===== src/rtl/ysyx_2022040010_mul_ctrl.sv =====
// ysyx_2022040010_mul_ctrl: sequencer between execute and the multicycle
// multiplier. Decodes one RV64M multiply op, holds the operands for LATENCY
// cycles, captures the product and presents it with its tag until accepted.
// Optional last-result cache: define YSYX_2022040010_MUL_CACHE_EN.
module ysyx_2022040010_mul_ctrl #(
  parameter int unsigned LATENCY = 2,
  parameter int unsigned TAG_W   = 5
) (
  input  logic             clk,
  input  logic             ret,
  input  logic             in_valid,
  output logic             in_ready,
  input  logic [1:0]       in_op,
  input  logic             in_word,
  input  logic [63:0]      in_a,
  input  logic [63:0]      in_b,
  input  logic [TAG_W-1:0] in_tag,
  input  logic             flush,
  output logic             out_valid,
  input  logic             out_ready,
  output logic [63:0]      out_result,
  output logic [TAG_W-1:0] out_tag,
  output logic             busy,
  output logic             mul_ina_s,
  output logic             mul_inb_s,
  output logic [63:0]      mul_ina,
  output logic [63:0]      mul_inb,
  output logic [2:0]       mul_sel_hilo,
  input  logic [63:0]      mul_result,
  input  logic             mul_over
);

  localparam int unsigned CNT_W = 4;
  localparam logic [CNT_W-1:0] CNT_LAST = CNT_W'(LATENCY - 1);

  localparam logic [2:0] SEL_NONE = 3'b000;
  localparam logic [2:0] SEL_LO   = 3'b100;
  localparam logic [2:0] SEL_HI   = 3'b010;
  localparam logic [2:0] SEL_W    = 3'b001;

  typedef enum logic [1:0] {
    S_IDLE = 2'd0,
    S_BUSY = 2'd1,
    S_DONE = 2'd2
  } state_e;

  state_e             state_q, state_d;
  logic [CNT_W-1:0]   cnt_q, cnt_d;

  logic               out_valid_q, out_valid_d;
  logic [63:0]        out_result_q, out_result_d;
  logic [TAG_W-1:0]   out_tag_q, out_tag_d;
  logic               busy_q, busy_d;
  logic               ina_s_q, ina_s_d;
  logic               inb_s_q, inb_s_d;
  logic [63:0]        ina_q, ina_d;
  logic [63:0]        inb_q, inb_d;
  logic [2:0]         sel_q, sel_d;

  logic               accept;
  logic               capture;
  logic               hit;
  logic [63:0]        hit_res;
  logic [2:0]         dec_sel;
  logic               dec_as;
  logic               dec_bs;

  assign in_ready = ((state_q == S_IDLE) | ((state_q == S_DONE) & out_ready)) & ~flush;
  assign accept   = in_valid & in_ready;
  assign capture  = (state_q == S_BUSY) & (cnt_q == CNT_LAST);

`ifdef YSYX_2022040010_MUL_CACHE_EN
  logic               c_vld_q, c_vld_d;
  logic [63:0]        c_a_q, c_a_d;
  logic [63:0]        c_b_q, c_b_d;
  logic [63:0]        c_res_q, c_res_d;
  logic [1:0]         c_op_q, c_op_d;
  logic               c_word_q, c_word_d;
  logic [1:0]         op_q, op_d;
  logic               word_q, word_d;

  assign hit = c_vld_q & (c_a_q == in_a) & (c_b_q == in_b) &
               (c_op_q == in_op) & (c_word_q == in_word);
  assign hit_res = c_res_q;
`else
  assign hit     = 1'b0;
  assign hit_res = '0;
`endif

  // Op decode: signedness and product-half select.
  always_comb begin
    dec_sel = SEL_HI;
    dec_as  = 1'b0;
    dec_bs  = 1'b0;
    if (in_word) begin
      dec_sel = SEL_W;
    end else begin
      unique case (in_op)
        2'b00:   begin dec_sel = SEL_LO; dec_as = 1'b1; dec_bs = 1'b1; end
        2'b01:   begin dec_sel = SEL_HI; dec_as = 1'b1; dec_bs = 1'b1; end
        2'b10:   begin dec_sel = SEL_HI; dec_as = 1'b1; dec_bs = 1'b0; end
        default: begin dec_sel = SEL_HI; dec_as = 1'b0; dec_bs = 1'b0; end
      endcase
    end
  end

  // State and window-counter registers.
  always_ff @(posedge clk or negedge ret) begin
    if (!ret) begin
      state_q <= S_IDLE;
      cnt_q   <= '0;
    end else begin
      state_q <= state_d;
      cnt_q   <= cnt_d;
    end
  end

  // Next state: flush beats accept, accept beats capture/retire.
  always_comb begin
    state_d = state_q;
    cnt_d   = cnt_q;
    if (flush) begin
      state_d = S_IDLE;
      cnt_d   = '0;
    end else if (accept) begin
      state_d = hit ? S_DONE : S_BUSY;
      cnt_d   = '0;
    end else begin
      unique case (state_q)
        S_BUSY: begin
          cnt_d = cnt_q + CNT_W'(1);
          if (capture) state_d = S_DONE;
        end
        S_DONE: begin
          if (out_ready) state_d = S_IDLE;
        end
        default: ;
      endcase
    end
  end

  // Next values of the registered outputs, operand holds and cache entry.
  always_comb begin
    out_valid_d  = out_valid_q;
    out_result_d = out_result_q;
    out_tag_d    = out_tag_q;
    ina_s_d      = ina_s_q;
    inb_s_d      = inb_s_q;
    ina_d        = ina_q;
    inb_d        = inb_q;
    sel_d        = sel_q;
    busy_d       = (state_d != S_IDLE);
`ifdef YSYX_2022040010_MUL_CACHE_EN
    c_vld_d  = c_vld_q;
    c_a_d    = c_a_q;
    c_b_d    = c_b_q;
    c_res_d  = c_res_q;
    c_op_d   = c_op_q;
    c_word_d = c_word_q;
    op_d     = op_q;
    word_d   = word_q;
`endif
    if (flush) begin
      out_valid_d = 1'b0;
      sel_d       = SEL_NONE;
    end else if (accept) begin
      out_tag_d = in_tag;
      if (hit) begin
        out_valid_d  = 1'b1;
        out_result_d = hit_res;
      end else begin
        out_valid_d = 1'b0;
        ina_d       = in_a;
        inb_d       = in_b;
        ina_s_d     = dec_as;
        inb_s_d     = dec_bs;
        sel_d       = dec_sel;
`ifdef YSYX_2022040010_MUL_CACHE_EN
        op_d   = in_op;
        word_d = in_word;
`endif
      end
    end else if (capture) begin
      out_valid_d  = 1'b1;
      out_result_d = mul_over ? mul_result : 64'd0;
      sel_d        = SEL_NONE;
`ifdef YSYX_2022040010_MUL_CACHE_EN
      c_vld_d  = 1'b1;
      c_a_d    = ina_q;
      c_b_d    = inb_q;
      c_op_d   = op_q;
      c_word_d = word_q;
      c_res_d  = mul_over ? mul_result : 64'd0;
`endif
    end else if ((state_q == S_DONE) && out_ready) begin
      out_valid_d = 1'b0;
    end
  end

  // Output and operand-hold registers.
  always_ff @(posedge clk or negedge ret) begin
    if (!ret) begin
      out_valid_q  <= 1'b0;
      out_result_q <= '0;
      out_tag_q    <= '0;
      busy_q       <= 1'b0;
      ina_s_q      <= 1'b0;
      inb_s_q      <= 1'b0;
      ina_q        <= '0;
      inb_q        <= '0;
      sel_q        <= SEL_NONE;
    end else begin
      out_valid_q  <= out_valid_d;
      out_result_q <= out_result_d;
      out_tag_q    <= out_tag_d;
      busy_q       <= busy_d;
      ina_s_q      <= ina_s_d;
      inb_s_q      <= inb_s_d;
      ina_q        <= ina_d;
      inb_q        <= inb_d;
      sel_q        <= sel_d;
    end
  end

`ifdef YSYX_2022040010_MUL_CACHE_EN
  // Last-result cache entry; survives flush, cleared only by reset.
  always_ff @(posedge clk or negedge ret) begin
    if (!ret) begin
      c_vld_q  <= 1'b0;
      c_a_q    <= '0;
      c_b_q    <= '0;
      c_res_q  <= '0;
      c_op_q   <= '0;
      c_word_q <= 1'b0;
      op_q     <= '0;
      word_q   <= 1'b0;
    end else begin
      c_vld_q  <= c_vld_d;
      c_a_q    <= c_a_d;
      c_b_q    <= c_b_d;
      c_res_q  <= c_res_d;
      c_op_q   <= c_op_d;
      c_word_q <= c_word_d;
      op_q     <= op_d;
      word_q   <= word_d;
    end
  end
`endif

  assign out_valid    = out_valid_q;
  assign out_result   = out_result_q;
  assign out_tag      = out_tag_q;
  assign busy         = busy_q;
  assign mul_ina_s    = ina_s_q;
  assign mul_inb_s    = inb_s_q;
  assign mul_ina      = ina_q;
  assign mul_inb      = inb_q;
  assign mul_sel_hilo = sel_q;

endmodule

===== config.mk =====
export PLATFORM = sky130hd
export DESIGN_NAME = ysyx_2022040010_mul_ctrl
export DESIGN_NICKNAME = d
export VERILOG_FILES = /design/src/rtl/ysyx_2022040010_mul_ctrl.sv
export SDC_FILE = /design/constraint.sdc
export NUM_CORES = 1
export LEC_CHECK = 0
export ABC_AREA = 1
export CORE_AREA = 5 5 156 158
export DETAILED_ROUTE_END_ITERATION = 10
export DIE_AREA = 0 0 161 163
export PLACE_DENSITY = 0.81
export SETUP_SLACK_MARGIN = 0.02
export SYNTH_ARGS = -nofsm -noshare
export SYNTH_HDL_FRONTEND = slang
export SYNTH_SLANG_ARGS = --single-unit

===== constraint.sdc =====
create_clock -name clk -period 1.66 [get_ports clk]
set_input_delay 0.332 -clock clk [delete_from_list [all_inputs] [get_ports clk]]
set_output_delay 0.332 -clock clk [all_outputs]
set_load 0.01 [all_outputs]

* Word level (Yosys, flattened, before mapping)
Cells that the tools add are included. W data, S select, Z words.
Word-level totals: register bits 210, logic and storage cells 57, input port bits 206
Cells by class: bitwise operators 7, equality and inequality tests 5, $add $sub $neg 1, muxes and demuxes 22, reductions and logical operators 11
Operators by type and width (number):
- $mux W64 | 1
- $mux W3 | 5
- $mux W4 | 3
- $mux W1 | 8
- $mux W2 | 4
- $reduce_bool A3 Y1 | 2
- $add A4 B1 Y4 const B | 1
- $and A1 B1 Y1 | 4
- $eq A2 B1 Y1 const B | 2
- $eq A2 B2 Y1 const B | 2
- $eq A4 B1 Y1 const B | 1
- $logic_not A2 Y1 | 2
- $pmux W2 S2 | 1
- $reduce_bool A4 Y1 | 1
- $reduce_and A3 Y1 | 1
- $reduce_or A3 Y1 | 1
- $not A1 Y1 | 2
- $reduce_and A2 Y1 | 1
- $reduce_bool A2 Y1 | 1
- $reduce_or A2 Y1 | 1
- $logic_and A1 B1 Y1 | 1
- $or A1 B1 Y1 | 1

* Depth between registers and ports, before layout
depth in word-level cells 8, mapped depth 10, mapped depth without buffers 8

* Least setup slack after synthesis
Ideal clock, no wire load.
kind reg-to-reg, start point register state_q[0], end point register out_result_q[10], in the netlist out_result[10], path buffers 2, stages on the path, launching flop included 10, setup time 65 ps, clock period less this slack 1463 ps, arrival 1398 ps, slack 197 ps, cells stage by stage dfrtp_1 inv_1 ha_1 nand2_1 nand2_2 a21oi_4 buf_4 buf_4 nand3b_1 nand2_1
On the way: cells in the longest elaborated chain, start to end 7, elaborated cells on any way between the ends 10, those cells by class eq/ne (2); bitwise (6); reduce/logical (2)
RTL lines:
- start: declaration | RTL line 47 | state_e state_q, state_d;
- start signal: assignment | RTL line 113 | state_q <= state_d;
- $eq A2 B2 Y1 | RTL line 68 | assign in_ready = ((state_q == S_IDLE) | ((state_q == S_DONE) & out_ready)) & ~flush;
- $and A1 B1 Y1 | RTL line 68
- $or A1 B1 Y1 | RTL line 68
- $and A1 B1 Y1 | RTL line 68
- $and A1 B1 Y1 | RTL line 69 | assign accept = in_valid & in_ready;
- $not A1 Y1 (no line)
- $reduce_and A3 Y1 (no line) (*)
- end signal: assignment | RTL line 214 | out_result_q <= out_result_d;
- end: declaration | RTL line 51 | logic [63:0] out_result_q, out_result_d;
Every way passes the cells marked *; elsewhere a longest branch is shown, timed or not. A chain may end at the register's enable or synchronous reset.

* Final worst setup path
start point register state_q[0], end point register inb_q[28], in the netlist mul_inb[28]
On the way: cells in the longest elaborated chain, start to end 6, elaborated cells on any way between the ends 7, those cells by class eq/ne (1); bitwise (4); reduce/logical (2)
RTL lines:
- $eq A2 B2 Y1 | RTL line 68
- $and A1 B1 Y1 | RTL line 68
- $or A1 B1 Y1 (*) | RTL line 68
- $and A1 B1 Y1 (*) | RTL line 68
- $and A1 B1 Y1 (*) | RTL line 69
- $reduce_and A2 Y1 (no line) (*)
- end signal: assignment | RTL line 220 | inb_q <= inb_d;
- end: declaration | RTL line 57 | logic [63:0] inb_q, inb_d;
Marked as above.

==> metrics.md <==
| Metric | Value |
|---|---|
| Met3 global-route usage | 0.0628 |
| DRT Pass-1 Iters | 5 |
| Synth cell count leaders | nand2_1, dfrtp_1, nand3b_1 |
| R2r endpoint | mul_inb[28]$_DFFE_PN0P_ |
| Synth Register Bits | 210 |
| Most common cell in the synthesized netlist | nand2_1 |
| Ratio of total power to cell area | roughly 1100 mW/mm² |
| Share of the synthesized area in the top cell type | 0.607 |
| Count of cell types in the netlist | 24 |
| Crit Path Class | flop to flop |
| R2R depth | 11 |
| Placed cell area | approximately 0.013 mm² |
| Min-delay src | in_a[29] |
| Top FF cell, synth | dfrtp_1 |
| Total CTS buffers | 24 |
| Skew-Pair Late Insertion Delay | between 0.5 and 0.6 ns |
| 1st-iter DRT viols | approximately 800 |
| Post-route DRC | 0 |
| Die area | 0.0262 mm² |
| Sequential area share after synthesis | 0.607 |
| Initial antenna violation count | 0 |
| Fraction of layout instances using a drive strength above 1 | 0.267 |
| Design Area, Final | between 0.015 and 0.02 mm² |
| Busiest layer in global routing | met2 |
| Vias per Instance | 5.17 |
| Slew headroom | 0.639 |
| Final Hold Fails | 0 |
| Setup Skew | 0.0127 ns |
| Core area | ~0.023 mm² |
| CTS H-Tree Depth | 1 |
| Met2 usage | 0.447 |
| CP Capture Type | flop |
| Ports | 411 |
| Total Power | about 0.018 W |
| Clock network fraction of total power | 0.305 |
| RSZ-0062 raised after global routing | true |
| Failing checks | negative setup slack |
| Synth-to-layout area growth | 90.2% |
| Ys async rst share | 1.00 |
| Root Buffer | clkbuf_16 |
| Final WL | between 30 and 40 mm |
| Critical Path Start Type | flop |
| Sequential share of power | 0.391 |
| Leakage | between 8 and 9 nW |
| DP Wirelength | about 21 mm |
| Syn Nets | between 1,000 and 1,500 |
| Register-to-register path setup slack | -0.24 ns |
| Routed WL per cell | between 20 and 25 µm |
| Setup-failing EPs final | ~210 |
| Worst Hold Depth | 3 |
| Row count | between 50 and 60 |
| Yosys top cell by area | dfrtp_1 |
| Placer Congestion | slightly above 0.8 |
| Global route overflow | 0 |
| Maxcap violations | 0 |
| Comb power frac | 0.304 |
| First-pass GRT wire length | between 50 and 60 mm |
| Max-slew violations | 0 |
| Hold endpoint | mul_ina[29]$_DFFE_PN0P_ |
| Cells after Synth | just under 1,000 |
| Synth Warn # | 0 |
| CTS tree | yes |
| Net Sw Power | between 0.005 and 0.006 W |
| Nets | approximately 1,700 |
| HP Class | primary input to flop |
| Crit path DAT | approximately 2.3 ns |
| Synth Area per Inst | about 8.7 µm² |
| Tot GR Track Use | 0.254 |
| Final ANT Viol Nets | 0 |
| Largest net degree at the start of global routing | 65 |
| Mapped cell area | approximately 0.0087 mm² |
| Slew @ Worst Pin | roughly 0.54 ns |
| Status | complete, but fails checks |
| Filler Cell Count | 1,553 |
| Met1 Use GR | 0.292 |
| ANT cells | 0 |
| Reg2reg start | state_q[0]$_DFF_PN0_ |
| IO buf count | between 400 and 500 |
| Die Y | ~160 µm |
| Initial Util | 0.377 |
| Synth top area cells | dfrtp_1, nand2_1, nand3b_1, buf_2, buf_6 |
| Die X | around 160 µm |
| Routed via count | between 9,000 and 10,000 |
| CTS sink count | 210 |
| Worst Path Required | ~2.1 ns |
| Switching Share | 0.316 |
| Max Fclk | ~530 MHz |
| Critical Path Fanout Max | 7 |
| Crit path time final | 1.90 ns |
| Setup WS pre-CTS | -0.294 ns |
| P_int | between 0.01 and 0.015 W |
| CTS Buffer Depth | 3 |
| Clock-pin slew on the worst setup and hold paths | roughly 0.060 ns |
| Post-synth EDFFs | 0 |
| Vias in the first global route | roughly 9,500 |
| Final worst-path cycle share | 1.15 |
| Peak supply drop | about 740 µV |
| Final worst slack | -0.243 ns |
-- placed cells by master, fill, tap and decap left out, types with 2 or more instances in the layout --
cell / count
or2_2: 2
clkdlybuf4s50_1: 203
dlygate4sd2_1: 204
clkbuf_1: 5
nand2_4: 59
buf_4: 27
nand2_8: 3
nand3_1: 4
buf_6: 14
buf_12: 28
bufinv_16: 2
a21oi_4: 2
clkinv_2: 3
nor2_4: 3
clkbuf_8: 6
nand3_2: 2
nor2_1: 5
buf_8: 14
a21oi_2: 2
clkbuf_16: 40
inv_2: 6
ha_4: 3
inv_1: 4
o21ai_1: 2
inv_4: 2
buf_2: 2
dfrtp_1: 210
nand2_1: 400
nor3b_2: 2
nand2_2: 157
buf_16: 23
ha_1: 2
nand3b_1: 64
-- power groups by stage --
stage / Sequential [W] / Combinational (W) / Clock [W]
CTS: 0.00670 / 0.00472 / 0.00545
finish: 0.00695 / 0.00540 / 0.00542
detailed placement: 0.00679 / 0.00494 / 0
global route: 0.00705 / 0.00575 / 0.00571
global placement: 0.00677 / 0.00483 / 0
floorplan: 0.00724 / 0.00114 / 0
-- metrics by stage --
stage	hold WS (ns)	setup TNS [ns]	instances	utilization
3_3_place_gp	0.360	-35.76	1690	0.586
4_1_cts	0.320	-20.91	1778	0.660
5_1_grt	0.347	-42.96	1801	0.717
2_1_floorplan	0.0364	0	993	-
3_5_place_dp	0.362	-45.40	1690	0.586
6_report	0.342	-29.06	1801	0.717
-- cells by family (layout without fill, tap and decap cells) --
kind of cell,after synthesis,count (layout),share of synthesized area
AND/OR/NAND/NOR,702,703,0.337
buffers and inverters,68,585,0.0428
XOR/XNOR,1,1,0.00101
AO/OA/AOI/OAI,7,7,0.00563
adder cells (fa/ha/maj),5,5,0.00722
flip-flops,210,210,0.607
-- how the worst max path moves through the flow --
stage | startpoint | to | slack [ns] | cells past startpoint
after floorplan | state_q[0]$_DFF_PN0_ | out_result[10]$_DFFE_PN0P_ | 0.20 | 9
after global placement | out_ready | mul_ina[1]$_DFFE_PN0P_ | -0.23 | 9
after detailed placement | out_ready | mul_inb[60]$_DFFE_PN0P_ | -0.29 | 9
after CTS | state_q[0]$_DFF_PN0_ | in_ready | -0.18 | 5
after global routing | state_q[0]$_DFF_PN0_ | mul_inb[28]$_DFFE_PN0P_ | -0.31 | 11
final | state_q[0]$_DFF_PN0_ | mul_inb[28]$_DFFE_PN0P_ | -0.24 | 11
-- routing by layer --
| layer | part of all wire | up-vias |
|---|---|---|
| li1 | - | 4073 |
| met1 | 0.35 | 4486 |
| met2 | 0.50 | 598 |
| met3 | 0.087 | 159 |
| met4 | 0.057 | 0 |
| met5 | 0 | - |
-- cell type report --
cell class / instances / area, µm² / share of cell area
clock buffer: 35 / 713 / 0.0433
clock inverter: 5 / 75.1 / 0.00456
inverter: 12 / 55.1 / 0.00334
multi-input combinational: 716 / 4020 / 0.244
sequential: 210 / 5260 / 0.319
tap: 290 / 363 / 0.0220
timing repair buffer: 532 / 5990 / 0.364
timing repair inverter: 1 / 6.26 / 0.000380
-- sequential cells by signal (all words and copies together), names as in the netlist, 2 cells and up --
| signal | flops |
|---|---|
| cnt_q | 4 |
| mul_ina | 64 |
| mul_inb | 64 |
| mul_sel_hilo | 3 |
| out_result | 64 |
| out_tag | 5 |
| state_q | 2 |
-- repair_timing --
| item | in CTS | in global routing |
|---|---|---|
| hold buffers | 1 | 0 |
| setup buffers | 22 | 15 |
| gates cloned | 25 | 18 |
| gates resized for setup | 270 | 321 |
| hold endpoints to repair | 43 | 0 |
| setup endpoints to repair | 412 | 211 |
| pin swaps | 10 | 96 |
-- worst max-delay path, cell delays in order, from the launching register on --
cell	delay, ns
dfrtp_1	0.40
inv_2	0.12
ha_4	0.18
nand2_4	0.06
buf_6	0.12
nand2_4	0.08
nand3_4	0.18
buf_12	0.22
buf_4	0.15
buf_16	0.13
nand2_1	0.07
nand2_1	0.08
Note: power is estimated with default switching activity, not from simulation.
